===== config.mk =====
export PLATFORM = sky130hd
export DESIGN_NAME = matrix_capture
export DESIGN_NICKNAME = d
export VERILOG_FILES = /design/src/rtl/matrix_capture.sv
export SDC_FILE = /design/constraint.sdc
export NUM_CORES = 1
export LEC_CHECK = 0
export ABC_AREA = 1
export CORE_AREA = 2 2 113 115
export CTS_CLUSTER_DIAMETER = 200
export DETAILED_ROUTE_END_ITERATION = 16
export DIE_AREA = 0 0 115 117
export SLEW_MARGIN = 40
export SYNTH_ARGS = -nofsm -noshare
export SYNTH_HDL_FRONTEND = slang
export SYNTH_SLANG_ARGS = --single-unit

===== constraint.sdc =====
create_clock -name clk_in -period 1.6 [get_ports clk_in]
set_input_delay 0.32 -clock clk_in [delete_from_list [all_inputs] [get_ports clk_in]]
set_output_delay 0.32 -clock clk_in [all_outputs]
set_load 0.03 [all_outputs]

===== src/rtl/matrix_capture.sv =====
// HUB75 bus capture: resynchronises the panel bus into clk_in and reports pixels, line latches and OE pulse widths.
// OE pulse-width measurement is compiled in only when MATRIX_CAPTURE_OE_MEASURE_EN is defined.
`timescale 1ns/1ps

module matrix_capture (
  input  logic       clk_in,
  input  logic       reset,
  input  logic       hub_clk,
  input  logic       hub_latch,
  input  logic       hub_oe,
  input  logic [3:0] hub_row,
  input  logic [2:0] hub_rgb_top,
  input  logic [2:0] hub_rgb_bottom,
  output logic       pixel_valid,
  output logic [5:0] pixel_column,
  output logic [2:0] pixel_rgb_top,
  output logic [2:0] pixel_rgb_bottom,
  output logic       line_valid,
  output logic [3:0] line_row,
  output logic [2:0] line_plane,
  output logic [6:0] line_pixels,
  output logic       line_error,
  output logic       oe_valid,
  output logic [9:0] oe_width,
  output logic [3:0] oe_row
);

  typedef struct packed {
    logic       clk;
    logic       latch;
    logic       oe;
    logic [3:0] row;
    logic [2:0] top;
    logic [2:0] bot;
  } hub_t;

  hub_t       meta_q, sync_q;
  logic       clk_hist_q, latch_hist_q;
  logic [1:0] arm_q;
  logic       edge_en, clk_rise, latch_rise, accept;

  logic [5:0] col_q, col_d;
  logic [6:0] cnt_q, cnt_d;
  logic       overrun_q, overrun_d;
  logic       have_prev_q, have_prev_d;
  logic       pix_valid_q, pix_valid_d;
  logic [5:0] pix_col_q, pix_col_d;
  logic [2:0] pix_top_q, pix_top_d, pix_bot_q, pix_bot_d;
  logic       line_valid_q, line_valid_d;
  logic [3:0] line_row_q, line_row_d;
  logic [2:0] line_plane_q, line_plane_d;
  logic [6:0] line_pixels_q, line_pixels_d;
  logic       line_error_q, line_error_d;

  // NOTE: sequential state uses non-blocking assignments so every flop samples the pre-edge values.
  always_ff @(posedge clk_in or negedge reset) begin
    if (!reset) begin
      meta_q       <= '0;
      sync_q       <= '0;
      clk_hist_q   <= 1'b0;
      latch_hist_q <= 1'b0;
      arm_q        <= '0;
    end else begin
      meta_q       <= {hub_clk, hub_latch, hub_oe, hub_row, hub_rgb_top, hub_rgb_bottom};
      sync_q       <= meta_q;
      clk_hist_q   <= sync_q.clk;
      latch_hist_q <= sync_q.latch;
      if (arm_q != 2'd3) arm_q <= arm_q + 2'd1;
    end
  end

  // Edges are ignored until the synchronisers have refilled with real pin values after reset.
  assign edge_en    = (arm_q == 2'd3);
  assign clk_rise   = edge_en & sync_q.clk & ~clk_hist_q;
  assign latch_rise = edge_en & sync_q.latch & ~latch_hist_q;
  assign accept     = clk_rise & (cnt_q != 7'd64);

  // NOTE: every variable gets a default first so no path through this block can infer a latch.
  always_comb begin
    col_d         = col_q;
    cnt_d         = cnt_q;
    overrun_d     = overrun_q;
    have_prev_d   = have_prev_q;
    pix_valid_d   = 1'b0;
    pix_col_d     = pix_col_q;
    pix_top_d     = pix_top_q;
    pix_bot_d     = pix_bot_q;
    line_valid_d  = 1'b0;
    line_row_d    = line_row_q;
    line_plane_d  = line_plane_q;
    line_pixels_d = line_pixels_q;
    line_error_d  = line_error_q;

    if (accept) begin
      pix_valid_d = 1'b1;
      pix_col_d   = col_q;
      pix_top_d   = sync_q.top;
      pix_bot_d   = sync_q.bot;
      cnt_d       = cnt_q + 7'd1;
      col_d       = (col_q == 6'd0) ? 6'd0 : col_q - 6'd1;
    end else if (clk_rise) begin
      overrun_d = 1'b1;
    end

    // A pixel arriving with the latch is counted into the line it closes.
    if (latch_rise) begin
      line_valid_d  = 1'b1;
      line_row_d    = sync_q.row;
      line_pixels_d = cnt_d;
      line_error_d  = overrun_d | (cnt_d != 7'd64);
      if (!have_prev_q || (sync_q.row != line_row_q) || (line_plane_q == 3'd0))
        line_plane_d = 3'd5;
      else
        line_plane_d = line_plane_q - 3'd1;
      have_prev_d = 1'b1;
      cnt_d       = '0;
      overrun_d   = 1'b0;
      col_d       = 6'd63;
    end
  end

  always_ff @(posedge clk_in or negedge reset) begin
    if (!reset) begin
      col_q         <= 6'd63;
      cnt_q         <= '0;
      overrun_q     <= 1'b0;
      have_prev_q   <= 1'b0;
      pix_valid_q   <= 1'b0;
      pix_col_q     <= 6'd63;
      pix_top_q     <= '0;
      pix_bot_q     <= '0;
      line_valid_q  <= 1'b0;
      line_row_q    <= '0;
      line_plane_q  <= 3'd5;
      line_pixels_q <= '0;
      line_error_q  <= 1'b0;
    end else begin
      col_q         <= col_d;
      cnt_q         <= cnt_d;
      overrun_q     <= overrun_d;
      have_prev_q   <= have_prev_d;
      pix_valid_q   <= pix_valid_d;
      pix_col_q     <= pix_col_d;
      pix_top_q     <= pix_top_d;
      pix_bot_q     <= pix_bot_d;
      line_valid_q  <= line_valid_d;
      line_row_q    <= line_row_d;
      line_plane_q  <= line_plane_d;
      line_pixels_q <= line_pixels_d;
      line_error_q  <= line_error_d;
    end
  end

  assign pixel_valid      = pix_valid_q;
  assign pixel_column     = pix_col_q;
  assign pixel_rgb_top    = pix_top_q;
  assign pixel_rgb_bottom = pix_bot_q;
  assign line_valid       = line_valid_q;
  assign line_row         = line_row_q;
  assign line_plane       = line_plane_q;
  assign line_pixels      = line_pixels_q;
  assign line_error       = line_error_q;

`ifdef MATRIX_CAPTURE_OE_MEASURE_EN
  logic       oe_hist_q, oe_rise, oe_fall;
  logic [9:0] oe_cnt_q, oe_width_q;
  logic [3:0] oe_row_start_q, oe_row_q;
  logic       oe_valid_q;

  assign oe_rise = edge_en & sync_q.oe & ~oe_hist_q;
  assign oe_fall = edge_en & ~sync_q.oe & oe_hist_q;

  always_ff @(posedge clk_in or negedge reset) begin
    if (!reset) begin
      oe_hist_q      <= 1'b0;
      oe_cnt_q       <= '0;
      oe_row_start_q <= '0;
      oe_valid_q     <= 1'b0;
      oe_width_q     <= '0;
      oe_row_q       <= '0;
    end else begin
      oe_hist_q  <= sync_q.oe;
      oe_valid_q <= oe_fall;
      if (oe_rise) oe_row_start_q <= sync_q.row;
      if (oe_fall) begin
        oe_width_q <= oe_cnt_q;
        oe_row_q   <= oe_row_start_q;
        oe_cnt_q   <= '0;
      end else if (sync_q.oe && (oe_cnt_q != 10'd1023)) begin
        oe_cnt_q <= oe_cnt_q + 10'd1;
      end
    end
  end

  assign oe_valid = oe_valid_q;
  assign oe_width = oe_width_q;
  assign oe_row   = oe_row_q;
`else
  logic unused_oe;
  assign unused_oe = sync_q.oe;
  assign oe_valid  = 1'b0;
  assign oe_width  = '0;
  assign oe_row    = '0;
`endif

endmodule


[Word-level counts from Yosys, hierarchy flattened]
Index checks and enable logic that the tools add are counted.
Word-level totals
  output and inout bits: 44
  bits in latches: 0
  bits of input ports: 15
  memories kept: 0
  register bits: 72
  word-level logic and storage cells: 60
  memory bits (read-only): 0
  memory bits (writable): 0
Operators by class
  shifts and indexed selects: 0
  magnitude comparators: 0
  reduce and logical (&&, ||, !) cells: 6
  multiplexer cells: 11
  eq/ne operators: 5
  multipliers: 0
  $add $sub $neg: 4
  div/mod/pow operators: 0
  bitwise logic cells: 8
Operators with widths (count)
  $mux W6: 3
  $mux W7: 2
  $ne A7 B7 Y1 const B: 2
  $add A7 B1 Y7 const B: 1
  $logic_not A6 Y1: 1
  $sub A6 B1 Y6 const B: 1
  $and A1 B1 Y1: 5
  $mux W1: 5
  $ne A4 B4 Y1: 1
  $logic_not A3 Y1: 1
  $mux W3: 1
  $sub A3 B1 Y3 const B: 1
  $add A2 B1 Y2 const B: 1
  $eq A2 B2 Y1 const B: 1
  $logic_or A1 B1 Y1: 2
  $ne A2 B2 Y1 const B: 1
  $not A1 Y1: 2
  $reduce_bool A2 Y1: 1
  $logic_not A1 Y1: 1
  $or A1 B1 Y1: 1

[Depth between registers and ports, before layout]
Gate-level depths: netlist of run 1.
  depth after elaboration: 7
  gate-level depth with buffers: 13
  gate-level depth less buffers: 13

[Worst setup path before layout of run 1]
Ideal clock, no wire load.
  kind: register -> register
  start: reg line_plane_q[0] (netlist: line_plane[0])
  end: reg line_plane_q[2] (netlist: line_plane[2])
  path buffers: 0
  setup slack: -0.070 ns
  cell stages (with the launch flop): 8
  period minus slack after synthesis: 1.670 ns
  data arrival time: 1.592 ns
  required time: 1.522 ns
  path through: dfstp_2 -> inv_1 -> ha_1 -> ha_1 -> nor4_1 -> nand2_1 -> o22ai_1 -> inv_1
On the way
  longest elaborated chain between the ends: 3
  elaborated cells on any way between the ends: 4
  those cells by class: add/sub (1); mux (1); reduce/logical (2)
RTL lines
  start: declaration: line 51  | logic [2:0] line_plane_q, line_plane_d;
  start signal: assignment: line 148  | line_plane_q <= line_plane_d;
  parallel branches: the longest is 2 deep, another holds $sub A3 B1 Y3
  $mux W3 (*): line 111  | if (!have_prev_q || (sync_q.row != line_row_q) || (line_plane_q == 3'd0))
Every way passes the cells marked *.
A chain may end at the register's enable or synchronous reset.

[Worst setup path after layout of run 1]
  start: reg arm_q[1]
  end: reg line_error_q (netlist: line_error)
On the way
  longest elaborated chain between the ends: 7
  elaborated cells on any way between the ends: 11
  those cells by class: eq/ne (2); mux (3); bitwise (6)
RTL lines
  start: declaration: line 39  | logic [1:0] arm_q;
  start signal: assignment: line 68  | if (arm_q != 2'd3) arm_q <= arm_q + 2'd1;
  $eq A2 B2 Y1 (*): line 73  | assign edge_en = (arm_q == 2'd3);
  $and A1 B1 Y1 (2 in a row): line 74  | assign clk_rise = edge_en & sync_q.clk & ~clk_hist_q;
  $and A1 B1 Y1: line 76  | assign accept = clk_rise & (cnt_q != 7'd64);
  $mux W7: line 94  | if (accept) begin
  $ne A7 B7 Y1: line 110  | line_error_d = overrun_d | (cnt_d != 7'd64);
  $or A1 B1 Y1: line 110
  end signal: assignment: line 150  | line_error_q <= line_error_d;
  end: declaration: line 53  | logic line_error_q, line_error_d;
Every way passes the cells marked *; elsewhere a longest branch is shown, timed or not.

==> flow_summary.ini, run 1 <==
[outcome]
status = finished, final reports clean

[worst_setup_path]
worstPathArrival_ns = 1.80
worstSetupStartpointType = register
endpoint_kind = register
critPathMaxFanout = 4
cp_top_family = simple AND/OR/NAND/NOR gates
path_buf_inv = 1
required_ns = 1.82
max_stage_delay_ns = 0.38
crit_type = reg2reg
slowest_stage = dfrtp_1
timing.critical_path.mode_cell = nor2_1
crit_chain = ha_4 > nand2_4 > nor2_8 > nand2_4 > buf_6 > nand2_1 > nand2_1 > nor2_1 > nand3_1 > nor2_1 > nor2_1
r2r_slack_ns = 0.01

[die]
io_pins = 59
die_area_mm2 = 0.0135
dieWidth_um = 115
core_mm2 = 0.0123
initial_core_util = 0.242
rows = 41
dieHeight_um = 117

[sta]
skew_ns = 0.00716
fmax_mhz = 630
rsz0062_at_grt = true
setup_viol = 0
whs_ns = 0.00526
min_period_over_period = 0.992
setup_slack_ns = 0.0133
final_max_slew_viol_count = 0
period_minus_slack_ns = 1.59
hold_viol_final = 0

[detailed_routing]
vias = 2118
wl_per_cell_um = 11.2
ant_nets = 0
drtIter0Drc = 85
wirelength_mm = 5.78
drcViolationCount = 0
drt_first_pass_iters = 4
vias_per_cell = 4.09

[power]
power_leakage_nw = 1.97
powerDensity_mw_per_mm2 = 1350
ir_drop_v = 0.000658

[layout]
n_antenna_cell = 0
layout.cells.non_filler = 518
syn_to_final_growth_pct = 34.5
final_common_cell = nand2_1
drive_above_1_share = 0.209
final_cell_mix = nand2_1 (70), dfrtp_1 (58), inv_1 (33)
num-nets-final = 385

[place]
hpwl_mm = 3.77
placed_cells = 497
place.gp.congestion = 0.802
pre_cts_slack_ns = -0.0676
io_buffers = 42

[global_routing]
grt_pass1_wl_mm = 9.36
grt_max_degree = 73
antenna_found_initial = 0
grt_overflow_total = 0
track_usage = 0.0896
grt_pass1_vias = 2081

[yosys]
avgSynthCellArea_um2 = 9.98
syn_inst = 299
synth_area_leaders = dfrtp_1 (49%), dfstp_2 (12%), nand2_1 (9.3%), inv_1 (4.5%), buf_4 (3.8%)
synthDistinctLibCells = 32
syn_area_mm2 = 0.00298
synth_top_cell_by_area = dfrtp_1
ys_seq_area_frac = 0.610
yosys_warnings = 0
synth_top_area_frac = 0.487
ys_ff_latch = 72

[clocking]
cts_tree = yes
h-tree-depth = 3
clock_path_buffers = 2
clock-sinks = 72
clk_latency_ns = 0.33
cts_root_buffer = clkbuf_16
cts.clk_slew.worst_paths_ns = 0.06
numCtsBuffers = 9

[min_path]
hp-class = in2async

[run]
max_cap_viol_count = 0
## per-layer routing
metal	wire length (µm)	track usage
met5	0	0
met4	168	0.0546
met3	294	0.0257
met2	2810	0.142
met1	2510	0.108
## final timing paths
check,startpoint,to,depth (start not counted)
setup / recovery,arm_q[1],line_error,11
hold / removal,reset,meta_q[3],2
setup reg to reg,arm_q[1],line_error,11
hold reg to reg,meta_q[12],sync_q[12],0
max in group asynchronous,reset,col_q[4],2
min in group clk_in,meta_q[12],sync_q[12],0
## where the power goes
part / switching, W / total, W / leakage (nW) / internal, W
combinational: 0.000752 / 0.00118 / 0.977 / 0.000431
clock: 0.000726 / 0.00197 / 0.145 / 0.00125
sequential: 0.000139 / 0.00225 / 0.852 / 0.00211
## cells in the mapped netlist, drive strengths merged
master / number
ha: 7
conb: 1
mux2: 1
dfstp: 14
o221ai: 5
buf: 19
o21bai: 1
nand3: 13
a21oi: 3
nor3b: 1
inv: 37
o21ai: 17
nor2: 25
nand4: 5
o22ai: 2
nand2: 77
nor4: 1
xor2: 4
clkbuf: 4
dfrtp: 58
nor3: 1
xnor2: 2
or2: 1
## through the flow
step	total power (W)	utilization	cell area (µm²)	TNS, ns
after floorplan	0.00300	-	3040	0
after global placement	0.00348	0.294	3620	-0.0404
after detailed placement	0.00350	0.294	3620	-0.279
after CTS	0.00542	0.318	3920	0
after global routing	0.00569	0.326	4010	-0.129
final	0.00540	0.326	4010	0
## state kept, by name, indices dropped and copies added, names as in the netlist, 2 cells and up
register / count
arm_q: 2
cnt_q: 7
col_q: 6
line_pixels: 7
line_plane: 3
line_row: 4
meta_q: 12
pixel_column: 6
pixel_rgb_bottom: 3
pixel_rgb_top: 3
sync_q: 12
## kinds of logic after synthesis
| group | share of synthesized area |
|---|---|
| buffers and inverters | 0.100 |
| AND/OR/NAND/NOR | 0.183 |
| multiplexers | 0.00377 |
| other | 0.00126 |
| XOR/XNOR | 0.0176 |
| AO/OA/AOI/OAI | 0.0549 |
| adder cells (fa/ha/maj) | 0.0294 |
| flip-flops | 0.610 |
## final cells by class
type	instances	area, µm²
clock inverter	5	56.3
clock buffer	11	243
tap	150	188
timing repair buffer	62	562
fill	1281	8300
sequential	72	1820
multi-input combinational	181	1000
inverter	37	141
## what timing repair did
action / in CTS / in global routing
endpoints found under the setup margin: 35 / 26
pin swaps: 3 / 11
resized for setup: 38 / 24
hold buffers: 0 / 0
setup buffers: 1 / 4
Power figures use the tool's default switching activity.
==> inputs of run 2 (changes only) <==
--- a/config.mk
+++ b/config.mk
@@ -6,10 +6,12 @@
 export NUM_CORES = 1
 export LEC_CHECK = 0
 export ABC_AREA = 1
+export CAP_MARGIN = 40
 export CORE_AREA = 2 2 113 115
 export CTS_CLUSTER_DIAMETER = 200
 export DETAILED_ROUTE_END_ITERATION = 16
 export DIE_AREA = 0 0 115 117
+export GPL_TIMING_DRIVEN = 0
 export SLEW_MARGIN = 40
 export SYNTH_ARGS = -nofsm -noshare
 export SYNTH_HDL_FRONTEND = slang
==> flow_summary.ini, run 2 (same netlist as run 1, synthesis figures left out) <==
[min_path]
min-delay-start = meta_q[12]
hp-class = reg2reg
hold_depth = 0
min_delay_worst_endpoint = sync_q[12]

[detailed_routing]
ant_nets = 0
vias = 2196
wirelength_mm = 6.08
wl_per_cell_um = 11.3
drtIter0Drc = 136
vias_per_cell = 4.08
drcViolationCount = 0
drt_first_pass_iters = 4

[worst_setup_path]
r2r-start = cnt_q[0]
crit_chain = inv_2 > ha_1 > nand2_1 > inv_2 > nand3_4 > nand2_4 > buf_6 > nand2_2 > nand2_2 > nor2_4 > nand3_2 > nor2_1 > nor2_1
worstSetupStartpointType = register
required_ns = 1.81
path_buf_inv = 3
worstPathArrival_ns = 1.81
r2r-end = line_error
endpoint_kind = register
crit_type = reg2reg
cp_top_family = simple AND/OR/NAND/NOR gates
r2r_slack_ns = 0.006
rr_worst_depth = 13
slowest_stage = dfrtp_1
critPathMaxFanout = 4
max_stage_delay_ns = 0.36

[power]
ir_drop_v = 0.000894
fin_total_pwr_w = 0.00541
p_switching_w = 0.00163
power_leakage_nw = 2.07
powerDensity_mw_per_mm2 = 1290
comb_power_share = 0.235
clkPwrFrac = 0.351
intPower_w = 0.00379
p_seq_frac = 0.414
swShare = 0.301

[die]
initial_core_util = 0.242
die_area_mm2 = 0.0135
rows = 41
io_pins = 59
dieWidth_um = 115
core_mm2 = 0.0123
dieHeight_um = 117

[sta]
whs_ns = 0.345
period_minus_slack_ns = 1.59
setup_viol = 0
min_period_over_period = 0.996
fmax_mhz = 627
hold_viol_final = 0
rsz0062_at_grt = true
final_max_slew_viol_count = 0
skew_ns = 0.00467

[place]
hpwl_mm = 4.04
io_buffers = 42
place.gp.congestion = 0.836

[global_routing]
grt_pass1_wl_mm = 9.62
grt_pass1_vias = 2053
track_usage = 0.0917
grt_max_degree = 57
antenna_found_initial = 0
grt_overflow_total = 0

[outcome]
status = finished, final reports clean

[layout]
syn_to_final_growth_pct = 40.5
num-nets-final = 405
n_antenna_cell = 0
top_regs = meta_q x12, sync_q x12
final_common_cell = nand2_1
fin_util = 0.340
drive_above_1_share = 0.273
final_cell_mix = nand2_1 (64), dfrtp_1 (58), inv_1 (33)

[clocking]
cts_tree = yes
clock_path_buffers = 2
clock-sinks = 72
clk_latency_ns = 0.32
h-tree-depth = 3
numCtsBuffers = 9
cts.clk_slew.worst_paths_ns = 0.06
cts_root_buffer = clkbuf_16

[run]
max_cap_viol_count = 0
## run 2: cell count changes in the layout (fill, tap and decap cells not counted), moves of 3 or more
| cell | delta |
|---|---|
| buf_4 | +13 |
| nand2_1 | -6 |
| nor2_1 | -5 |
| nand2_2 | +8 |
| nor2_2 | +3 |
## run 2: layout make-up
type	count	area [µm²]
Multi-Input combinational cell	181	1030
Clock buffer	10	229
Sequential cell	72	1820
Tap cell	150	188
Buffer	22	160
Timing Repair Buffer	60	559
Clock inverter	6	60.1
Inverter	37	141
Fill cell	1251	8120
## run 2: repair_timing
action,4_1_cts,5_1_grt
resized for setup,43,40
pin swaps,5,12
endpoints found under the setup margin,64,31
cloned,0,0
setup buffers,10,6
hold endpoints to repair,13,0
hold buffers,1,0
## run 2: power by group through the flow
stage / Clock (W) / Combinational, W / Sequential (W)
6_report: 0.00190 / 0.00127 / 0.00224
5_1_grt: 0.00205 / 0.00140 / 0.00227
4_1_cts: 0.00196 / 0.00118 / 0.00225
3_5_place_dp: 0 / 0.00120 / 0.00229
3_3_place_gp: 0 / 0.00117 / 0.00228
2_1_floorplan: 0 / 0.000453 / 0.00255
## run 2: how the worst max path moves through the flow
stage                              from        endpoint  slack [ns]  cells after the start
final                          cnt_q[0]      line_error       0.006                     13
after global routing           cnt_q[1]      line_error       -0.09                     12
after CTS                      arm_q[0]      line_error       0.002                     11
after detailed placement       arm_q[0]  line_pixels[0]       -0.15                      7
after global placement            reset        cnt_q[2]       -2.15                      1
after floorplan           line_plane[0]   line_plane[2]        0.08                      7
## run 2: routing by layer
layer	vias to the layer above	routed length [µm]	track usage
met5	-	0	0
met2	63	2960	0.147
met4	0	131	0.0353
met1	1038	2710	0.118
li1	1080	-	-
met3	15	279	0.0268
## run 2: stage by stage
stage / area (µm²) / setup slack (ns) / cells / TNS (ns)
3_3_place_gp: 3650 / -2.15 / 505 / -144.23
4_1_cts: 4070 / 0.00219 / 533 / 0
2_1_floorplan: 3040 / 0.0792 / 313 / 0
3_5_place_dp: 3680 / -0.149 / 506 / -1.99
5_1_grt: 4190 / -0.0932 / 538 / -0.140
6_report: 4190 / 0.00635 / 538 / 0
==> inputs of run 3 (changes only) <==
--- a/config.mk
+++ b/config.mk
@@ -8,6 +8,7 @@
 export ABC_AREA = 1
 export CAP_MARGIN = 40
 export CORE_AREA = 2 2 113 115
+export CTS_BUF_LIST = sky130_fd_sc_hd__clkbuf_4 sky130_fd_sc_hd__clkbuf_8
 export CTS_CLUSTER_DIAMETER = 200
 export DETAILED_ROUTE_END_ITERATION = 16
 export DIE_AREA = 0 0 115 117
==> flow_summary.ini, run 3 (same netlist as run 1, synthesis figures left out) <==
[clocking]
clock-sinks = 72
clock_path_buffers = 2
h-tree-depth = 3
cts_root_buffer = clkbuf_8
clk_latency_ns = 0.34
numCtsBuffers = 9
cts_tree = yes
cts.clk_slew.worst_paths_ns = 0.08

[outcome]
status = finished, final reports clean

[detailed_routing]
drtIter0Drc = 163
wirelength_mm = 6.00
wl_per_cell_um = 11.2
ant_nets = 0
drt_first_pass_iters = 4
vias_per_cell = 4.10
drcViolationCount = 0
vias = 2201

[sta]
final_max_slew_viol_count = 0
tightest_slew_ns = 0.529
slew_headroom = 0.647
skew_ns = 0.00879
rsz0062_at_grt = true
min_period_over_period = 0.990
fmax_mhz = 632
setup_viol = 0
setup_slack_ns = 0.0167
hold_viol_final = 0
fin_setup_tns_ns = 0
period_minus_slack_ns = 1.58

[layout]
syn_to_final_growth_pct = 36.8
n_antenna_cell = 0
final_cell_mix = nand2_1 (66), dfrtp_1 (58), inv_1 (33)
top_regs = meta_q x12, sync_q x12
final_common_cell = nand2_1
num-nets-final = 404
drive_above_1_share = 0.282
finalInstanceArea_mm2 = 0.00408

[die]
io_pins = 59
initial_core_util = 0.242
dieHeight_um = 117
dieWidth_um = 115
rows = 41
die_area_mm2 = 0.0135
core_mm2 = 0.0123

[place]
post_dp_cell_area_mm2 = 0.00368
io_buffers = 42
hpwl_mm = 4.04
place.gp.congestion = 0.836
pre_cts_slack_ns = -0.149

[global_routing]
grt_pass1_wl_mm = 9.58
grt_pass1_vias = 2051
grt_max_degree = 57
track_usage = 0.0922
antenna_found_initial = 0
grt_overflow_total = 0

[worst_setup_path]
crit_type = reg2reg
worstPathArrival_ns = 1.82
required_ns = 1.83
worstSetupStartpointType = register
r2r_slack_ns = 0.02
r2r-start = cnt_q[1]
rr_worst_depth = 12
critPathMaxFanout = 4
endpoint_kind = register
r2r-end = line_error

[min_path]
min_delay_worst_endpoint = sync_q[12]
hold_depth = 0
hp-class = reg2reg
min-delay-start = meta_q[12]

[power]
power_leakage_nw = 2.03
powerDensity_mw_per_mm2 = 1190
ir_drop_v = 0.000499
fin_total_pwr_w = 0.00486

[run]
max_cap_viol_count = 0
-- run 3: cell types whose count changed in the layout (fill, tap and decap cells not counted), sizes merged --
| cell | before | now |
|---|---|---|
| clkbuf | 14 | 16 |
| clkdlybuf4s15 | 6 | 4 |
| buf | 38 | 37 |
-- run 3: how the worst max path moves through the flow --
stage                       start             end  slack, ns  depth (start not counted)
finish                   cnt_q[1]      line_error       0.02                         12
global route             cnt_q[0]      line_error      -0.10                         12
CTS                      arm_q[0]  line_pixels[0]    0.00009                          7
detailed placement       arm_q[0]  line_pixels[0]      -0.15                          7
global placement            reset        cnt_q[2]      -2.15                          1
floorplan           line_plane[0]   line_plane[2]       0.08                          7
-- run 3: area by class of cell --
class	count	area, µm²
buffer	23	166
clock buffer	10	131
clock inverter	6	60.1
fill	1256	8230
inverter	37	141
multi-input combinational	181	1030
sequential	72	1820
tap	150	188
timing repair buffer	58	539
-- run 3: per-layer routing --
layer / part of all wire / global-route usage
met5: 0 / 0
met4: 0.018 / 0.0426
met3: 0.040 / 0.0273
met2: 0.49 / 0.145
met1: 0.45 / 0.118
-- run 3: metrics by stage --
step,cells,util,hold WS (ns)
after floorplan,313,-,0.0244
after global placement,505,0.296,0.332
after detailed placement,506,0.299,0.162
after CTS,534,0.324,0.350
after global routing,537,0.331,0.356
final,537,0.331,0.348
-- run 3: power by group --
group          leakage [nW]  internal (W)  switching (W)
sequential            0.852       0.00211       0.000131
combinational          1.08      0.000457       0.000783
clock                0.0955      0.000729       0.000650
total                  2.03       0.00329        0.00156
-- run 3: repair_timing --
| item | CTS | global route |
|---|---|---|
| endpoints found under the hold margin | 13 | 0 |
| pin swaps | 7 | 10 |
| hold buffers | 1 | 0 |
| setup endpoints to repair | 61 | 42 |
| gates resized for setup | 50 | 38 |
| gates cloned | 0 | 0 |
| setup buffers | 11 | 3 |
-- run 3: worst max-delay path: stages, from the launching register on --
cell and delay, ns:
dfrtp_1 0.39, inv_1 0.07, ha_2 0.15, nand2_1 0.05, inv_2 0.08, nand3_4 0.09
buf_4 0.16, nand3_1 0.08, nand2_2 0.07, nor2_2 0.12, nand3_2 0.08, nor2_1 0.09
nor2_1 0.05
